--- config.mk ---
export PLATFORM = sky130hd
export DESIGN_NAME = sha_nonce_sequencer
export DESIGN_NICKNAME = d
export VERILOG_FILES = /design/src/rtl/sha_pipe_pkg.sv /design/src/rtl/sha_hit_fifo2.sv /design/src/rtl/sha_nonce_sequencer.sv
export SDC_FILE = /design/constraint.sdc
export NUM_CORES = 2
export LEC_CHECK = 0
export BUFFER_PORTS_ARGS = -buffer_cell sky130_fd_sc_hd__buf_2
export CAP_MARGIN = 20
export CORE_AREA = 2 2 653 655
export DETAILED_ROUTE_END_ITERATION = 12
export DIE_AREA = 0 0 655 657
export GPL_ROUTABILITY_DRIVEN = 0
export PLACE_DENSITY = 0.38
export SLEW_MARGIN = 30
export SYNTH_ARGS = -nofsm -noshare
export SYNTH_HDL_FRONTEND = slang
export SYNTH_SLANG_ARGS = --single-unit
--- constraint.sdc ---
create_clock -name clk -period 11.4 [get_ports clk]
set_input_delay 0.57 -clock clk [delete_from_list [all_inputs] [get_ports clk]]
set_output_delay 0.57 -clock clk [all_outputs]
set_load 0.02 [all_outputs]
--- src/rtl/sha_pipe_pkg.sv ---
// Shared widths, defaults and FSM encoding for the SHA-256 nonce sequencer.
package sha_pipe_pkg;
    localparam int WORDBITS       = 32;
    localparam int MSGWORDS       = 16;
    localparam int HASHWORDS      = 8;
    localparam int MSGBITS        = WORDBITS * MSGWORDS;
    localparam int HASHBITS       = WORDBITS * HASHWORDS;
    localparam int HITBITS        = WORDBITS + HASHBITS;
    localparam int PIPE_LAT_DEF   = 16;
    localparam int NONCE_WORD_DEF = 3;

    typedef enum logic [1:0] {IDLE, ISSUE, DRAIN} state_t;

    // Top zbits bits set; applied to a digest in D order (H0 most significant).
    function automatic logic [HASHBITS-1:0] lz_mask(input logic [7:0] zbits);
        return ~({HASHBITS{1'b1}} >> zbits);
    endfunction

    // hash_in packs H0 in the low word; D wants H0 in the high word.
    function automatic logic [HASHBITS-1:0] digest_order(input logic [HASHBITS-1:0] h);
        logic [HASHBITS-1:0] d;
        for (int i = 0; i < HASHWORDS; i++)
            d[HASHBITS-1-WORDBITS*i -: WORDBITS] = h[WORDBITS*i +: WORDBITS];
        return d;
    endfunction
endpackage

--- src/rtl/sha_hit_fifo2.sv ---
// Two-entry valid/ready FIFO holding {nonce, digest} hits.
module sha_hit_fifo2 #(
    parameter int W = 288
) (
    input  logic         clk,
    input  logic         rst_n,
    input  logic         i_push,
    input  logic [W-1:0] i_data,
    output logic         o_valid,
    input  logic         i_ready,
    output logic [W-1:0] o_data,
    output logic         o_full
);
    logic [1:0][W-1:0] r_mem;
    logic              r_rd, r_wr;
    logic [1:0]        r_cnt;
    logic              w_pop, w_push;

    assign o_valid = (r_cnt != 2'd0);
    assign o_full  = (r_cnt == 2'd2);
    assign o_data  = r_mem[r_rd];
    assign w_pop   = o_valid && i_ready;
    // A full FIFO still takes a push in the same clock as a pop.
    assign w_push  = i_push && (!o_full || w_pop);

    always_ff @(posedge clk or negedge rst_n) begin
        if (!rst_n) begin
            r_mem <= '0;
            r_rd  <= 1'b0;
            r_wr  <= 1'b0;
            r_cnt <= 2'd0;
        end else begin
            if (w_push) begin
                r_mem[r_wr] <= i_data;
                r_wr        <= ~r_wr;
            end
            if (w_pop)
                r_rd <= ~r_rd;
            if (w_push && !w_pop)
                r_cnt <= r_cnt + 2'd1;
            else if (w_pop && !w_push)
                r_cnt <= r_cnt - 2'd1;
        end
    end
endmodule

--- src/rtl/sha_nonce_sequencer.sv ---
// Issues nonce-substituted blocks into a fixed-latency SHA-256 pipeline and screens
// the returning digests against a leading-zero target, queueing qualifying hits.
module sha_nonce_sequencer
    import sha_pipe_pkg::*;
#(
    parameter int PIPE_LAT   = PIPE_LAT_DEF,
    parameter int NONCE_WORD = NONCE_WORD_DEF
) (
    input  logic                clk,
    input  logic                rst_n,
    input  logic                job_valid,
    output logic                job_ready,
    input  logic [MSGBITS-1:0]  job_template,
    input  logic [WORDBITS-1:0] job_start,
    input  logic [WORDBITS-1:0] job_end,
    input  logic [7:0]          job_zbits,
    input  logic                job_abort,
    output logic [MSGBITS-1:0]  msg_out,
    input  logic [HASHBITS-1:0] hash_in,
    output logic                hit_valid,
    input  logic                hit_ready,
    output logic [WORDBITS-1:0] hit_nonce,
    output logic [HASHBITS-1:0] hit_hash,
    output logic                busy,
    output logic                done,
    output logic [15:0]         hit_drops
);
    state_t                            r_state;
    logic                              r_job_ready, r_busy, r_done;
    logic [MSGBITS-1:0]                r_msg, r_tpl;
    logic [WORDBITS-1:0]               r_nonce, r_end;
    logic [7:0]                        r_zbits;
    logic [PIPE_LAT-1:0]               r_tag_vld;
    logic [PIPE_LAT-1:0][WORDBITS-1:0] r_tag_nonce;
    logic [15:0]                       r_drops;

    logic [MSGBITS-1:0]                w_issue_msg;
    logic                              w_hit, w_full, w_drop;
    logic [HITBITS-1:0]                w_hit_data;

    always_comb begin
        w_issue_msg = r_tpl;
        w_issue_msg[NONCE_WORD*WORDBITS +: WORDBITS] = r_nonce;
    end

    // The tail tag is exactly aligned with the digest currently on hash_in.
    assign w_hit  = r_tag_vld[PIPE_LAT-1] &&
                    ((digest_order(hash_in) & lz_mask(r_zbits)) == '0);
    assign w_drop = w_hit && w_full && !(hit_valid && hit_ready);

    always_ff @(posedge clk or negedge rst_n) begin
        if (!rst_n) begin
            r_state     <= IDLE;
            r_job_ready <= 1'b1;
            r_busy      <= 1'b0;
            r_done      <= 1'b0;
            r_msg       <= '0;
            r_tpl       <= '0;
            r_nonce     <= '0;
            r_end       <= '0;
            r_zbits     <= '0;
            r_tag_vld   <= '0;
            r_tag_nonce <= '0;
            r_drops     <= '0;
        end else begin
            r_done      <= 1'b0;
            r_tag_vld   <= {r_tag_vld[PIPE_LAT-2:0], 1'b0};
            r_tag_nonce <= {r_tag_nonce[PIPE_LAT-2:0], r_nonce};
            if (w_drop && r_drops != 16'hFFFF)
                r_drops <= r_drops + 16'd1;
            case (r_state)
                IDLE: if (job_valid) begin
                    r_state     <= ISSUE;
                    r_job_ready <= 1'b0;
                    r_busy      <= 1'b1;
                    r_tpl       <= job_template;
                    r_nonce     <= job_start;
                    r_end       <= job_end;
                    r_zbits     <= job_zbits;
                    r_drops     <= '0;
                end
                ISSUE: if (job_abort) begin
                    r_state     <= IDLE;
                    r_job_ready <= 1'b1;
                    r_busy      <= 1'b0;
                    r_tag_vld   <= '0;
                end else begin
                    r_msg        <= w_issue_msg;
                    r_tag_vld[0] <= 1'b1;
                    r_nonce      <= r_nonce + 32'd1;
                    if (r_nonce == r_end)
                        r_state <= DRAIN;
                end
                DRAIN: if (job_abort) begin
                    r_state     <= IDLE;
                    r_job_ready <= 1'b1;
                    r_busy      <= 1'b0;
                    r_tag_vld   <= '0;
                end else if (r_tag_vld[PIPE_LAT-2:0] == '0) begin
                    // The tail is screened this clock, so the line is empty after it.
                    r_state     <= IDLE;
                    r_job_ready <= 1'b1;
                    r_busy      <= 1'b0;
                    r_done      <= 1'b1;
                end
                default: r_state <= IDLE;
            endcase
        end
    end

    sha_hit_fifo2 #(.W(HITBITS)) u_hit_fifo (
        .clk     (clk),
        .rst_n   (rst_n),
        .i_push  (w_hit),
        .i_data  ({r_tag_nonce[PIPE_LAT-1], hash_in}),
        .o_valid (hit_valid),
        .i_ready (hit_ready),
        .o_data  (w_hit_data),
        .o_full  (w_full)
    );

    assign job_ready = r_job_ready;
    assign busy      = r_busy;
    assign done      = r_done;
    assign msg_out   = r_msg;
    assign hit_drops = r_drops;
    assign hit_nonce = w_hit_data[HITBITS-1 -: WORDBITS];
    assign hit_hash  = w_hit_data[HASHBITS-1:0];
endmodule

==> summary.md <==
| Metric | Value |
|---|---|
| Outcome | `completed` |
| GRT Residual Overflow | `0` |
| Static leakage | `about 59 nW` |
| Cells along the critical path | `buf_4 > nor2_1 > nand2_1 > a32o_1 > a21oi_1 > nand4b_1 > nor4_2 > buf_4 > and2_1 > and4_4 > buf_4 > buf_4 > mux2_2` |
| Core area | `423,000 um2` |
| Synth Area in Simple Gates | `16.5%` |
| Area share of fa/ha/maj cells after synthesis | `0.141%` |
| Root Driver | `clkbuf_16` |
| Fin crit share | `about 58%` |
| CTS tree | `yes` |
| Vias per inst | `around 4.2` |
| Hold WC Path Type | `input pin to register` |
| Slew Limit Headroom | `between 20% and 30%` |
| Worst slew pin tran | `between 1 and 1.5 ns` |
| DRC violations left | `0` |
| Sw frac | `a little under two fifths` |
| Post CTS Setup Buffer Count | `0` |
| CTS Hold Bufs | `between 600 and 700` |
| IR drop worst, VDD | `0.149 mV` |
| Post-cts resize count | `0` |
| Period minus WS final | `approximately 6.6 ns` |
| HPWL Detailed | `approximately 300,000 um` |
| Mapped Cells | `7,452` |
| CTS sink count | `between 2,000 and 2,500` |
| Maxcap violations | `0` |
| Port buffer count | `roughly 1,600` |
| Unrepaired setup endpoints after global routing | `no` |
| Crit path to | `u_hit_fifo.r_mem[303]` |
| Area Overhead vs Synth | `37.1%` |
| Area of the multi-input gates | `between 20,000 and 30,000 um2` |
| Die height | `657 um` |
| Flop pwr share | `a little over two fifths` |
| Post-synthesis cell type count | `75` |
| Final count of hold timing violations | `0` |
| Crit path required time | `about 12 ns` |
| XOR/XNOR Fraction of Synth Area | `0.398%` |
| Largest area contributor in the netlist | `dfrtp_1` |
| Seq/Total Area, Yosys | `around 66%` |
| All-Layer GR Usage | `18.0%` |
| Fin util | `between 20 and 30%` |
| Worst Reg2Reg Path Length in Cells | `13` |
| CP max stage cell | `nor2_1` |
| Yosys Warn Count | `0` |
| Hold-critical path depth | `2` |
| Crit Path Max Fanout | `50` |
| Setup crit end kind | `register` |
| Number of fill cells | `between 40,000 and 50,000` |
| Number of global-route vias before repair | `67,900` |
| FMAX | `about 150 MHz` |
| Area contributors post-synth | `dfrtp_1, nand2_1, mux2_2` |
| Post-DRT Antenna Nets | `0` |
| 1st-iter DRT viols | `~4,800` |
| Clk pwr share | `around a third` |
| Multiplexer share of the synthesized area | `approximately an eighth` |
| Critical path origin | `r_zbits[5]` |
| Gate power share | `between 20% and 30%` |
| Vias | `between 60,000 and 70,000` |
| Worst r2r src | `r_zbits[5]` |
| Synthesized Nets | `about 8,300` |
| Die ar. | `between 400,000 and 500,000 um2` |
| H-Tree Level Count | `5` |
| Critical R2R Capture | `u_hit_fifo.r_mem[303]` |
| PD cells | `249 nW/um2` |
| Psw | `~11 mW` |
| Seq cells post-synth | `~2,200` |
| Most used cell, CP | `buf_4` |
| Clk_skew | `0.0621 ns` |
| Layout cells sized above 1 | `between 20% and 30%` |
| Number of CTS-inserted buffers | `~280` |
| Crit path largest cell delay | `around 0.80 ns` |
| Compound-cell area share of the yosys netlist | `between 3 and 4%` |
| Starting density of the core | `19.8%` |
| Ys async rst share | `100%` |
| IO Count | `~1,700` |
| DRT Pass-1 Iters | `9` |
| First-pass GRT wire length | `552,000 um` |
| Storage cell area | `around 55,000 um2` |
| Worst R2R Setup Slack | `roughly 4.8 ns` |
| Total negative slack | `0 ns` |
| Worst Setup Path Type | `register to register` |
| Syn avg cell area | `about 11 um2` |
| CP startpoint kind | `register` |
| Largest family of logic cells by synthesized area | `simple AND/OR/NAND/NOR gates` |
| Clock insertion delay at the later pin of the skew report | `roughly 0.9 ns` |
| Avg WL per Cell | `25.6 um` |
| Initial antenna violation count | `around 120` |
| Final wirelength | `~400,000 um` |
| Post-synth top area share | `approximately 66%` |
| Post-synth top flop | `dfrtp_1` |
| Row count | `roughly 240` |
| Largest net degree at the start of global routing | `between 150 and 200` |
| Final #Nets | `roughly 11,000` |
| Clock slew at reported path FFs | `roughly 0.06 ns` |
| CTS Buffer Depth | `4` |
| Post-synth EDFFs | `0` |
| Internal power | `~18 mW` |
| Die X | `~660 um` |
| WP data arrival | `7.36 ns` |
| Synthesized area | `roughly 84,000 um2` |
| Final setup fails | `0` |
| Slew Limit Fails | `0` |
==> layout by cell type, fill, tap and decap left out, drive strengths merged, types with 13 or more instances in the layout <==
master	Yosys	layout
a21oi	84	84
a31oi	21	21
and2	28	28
and3	33	33
buf	70	1720
bufinv	0	23
clkbuf	353	382
clkinv	1	61
clkinvlp	0	13
dfrtp	2192	2192
diode	0	61
dlygate4sd3	0	691
inv	12	20
mux2	866	866
mux2i	15	15
nand2	3153	3153
nand3	73	73
nand4	36	36
nor2	41	41
nor3	15	15
nor4	38	38
o211ai	17	17
o21a	13	13
o21ai	107	107
o22ai	39	39
or3	15	15
or4	15	15
xnor2	34	34
==> how the worst min path moves through the flow <==
stage | start | slack [ns] | endpoint
after floorplan | rst_n | 0.27 | busy
after global placement | r_tag_nonce[17] | 0.33 | r_tag_nonce[49]
after detailed placement | r_tag_nonce[70] | 0.33 | r_tag_nonce[102]
after CTS | hash_in[117] | 0.0008 | u_hit_fifo.r_mem[117]
after global routing | hash_in[134] | 0.03 | u_hit_fifo.r_mem[134]
final | hash_in[185] | 0.08 | u_hit_fifo.r_mem[185]
==> area by class of cell <==
type,count,area share [%]
Inverter,13,0.0426
Timing Repair Buffer,2411,14.1
Tap cell,5663,6.19
Clock inverter,104,1.16
Sequential cell,2193,47.9
Clock buffer,382,7.00
Multi-Input combinational cell,4823,23.5
Antenna cell,61,0.133
==> cell families (layout without fill, tap and decap cells) <==
logic type | Yosys count | after routing
XOR/XNOR | 38 | 38
AND/OR/NAND/NOR | 3481 | 3481
flip-flops | 2193 | 2193
buffers and inverters | 436 | 2910
AO/OA/AOI/OAI | 413 | 413
adder cells (fa/ha/maj) | 10 | 10
other | 0 | 61
multiplexers | 881 | 881
==> routing by layer <==
layer | share of wire (%) | global-route usage (%) | wire length (um)
met4 | 5.1 | 8.43 | 20400
met1 | 38 | 20.4 | 151000
met5 | 0.058 | 0 | 231
met3 | 7.2 | 4.61 | 28800
met2 | 50 | 31.4 | 200000
==> registers in the layout (all words and copies together), names as in the netlist <==
register	flops
busy	1
done	1
hit_drops	16
job_ready	1
msg_out	512
r_end	32
r_nonce	32
r_state	2
r_tag_nonce	512
r_tag_vld	16
r_tpl	480
r_zbits	8
u_hit_fifo.r_cnt	2
u_hit_fifo.r_mem	576
u_hit_fifo.r_rd	1
u_hit_fifo.r_wr	1
==> power by group through the flow <==
stage / logic, mW / registers [mW] / clock network, mW
floorplan: 3.03 / 12.4 / 0
global placement: 7.38 / 12.0 / 0
detailed placement: 7.40 / 12.0 / 0
CTS: 7.66 / 11.9 / 9.38
global route: 8.15 / 12.2 / 9.69
finish: 7.54 / 11.9 / 9.07
==> critical path: cells and delay by family (launching register included) <==
| family | cells | cell delay [ns] |
|---|---|---|
| buffers and inverters | 4 | 1.95 |
| AND/OR/NAND/NOR | 6 | 2.71 |
| AO/OA/AOI/OAI | 2 | 0.54 |
| flip-flops | 1 | 0.72 |
| multiplexers | 1 | 0.42 |
==> per-stage QoR <==
step	hold WS [ns]	area, um2	power, mW	setup WS, ns	instances
5_1_grt	0.0266	115000	30.1	4.59	15600
2_1_floorplan	0.274	83600	15.4	7.34	7452
3_5_place_dp	0.335	98000	19.4	4.80	14400
4_1_cts	0.000783	114000	29.0	4.78	15600
3_3_place_gp	0.331	97900	19.4	4.79	14400
6_report	0.0825	115000	28.5	4.80	15700
==> synth_stat cells (12+ instances only) <==
library cell / n
clkbuf_1: 353
nor2_1: 41
nand2_1: 3153
o21a_1: 13
a211oi_1: 12
mux2i_1: 15
a31oi_1: 21
o22ai_1: 39
nand4_1: 36
mux2_1: 220
buf_2: 38
mux2_2: 646
a21oi_1: 84
dfrtp_1: 2192
o21ai_0: 106
a21o_1: 12
inv_1: 12
or4_1: 15
nor3_1: 14
o211ai_1: 17
and2_1: 28
nand3_1: 73
xnor2_1: 34
or3_1: 15
nor4_1: 38
and3_1: 33
buf_6: 24
Power figures use the tool's default switching activity.
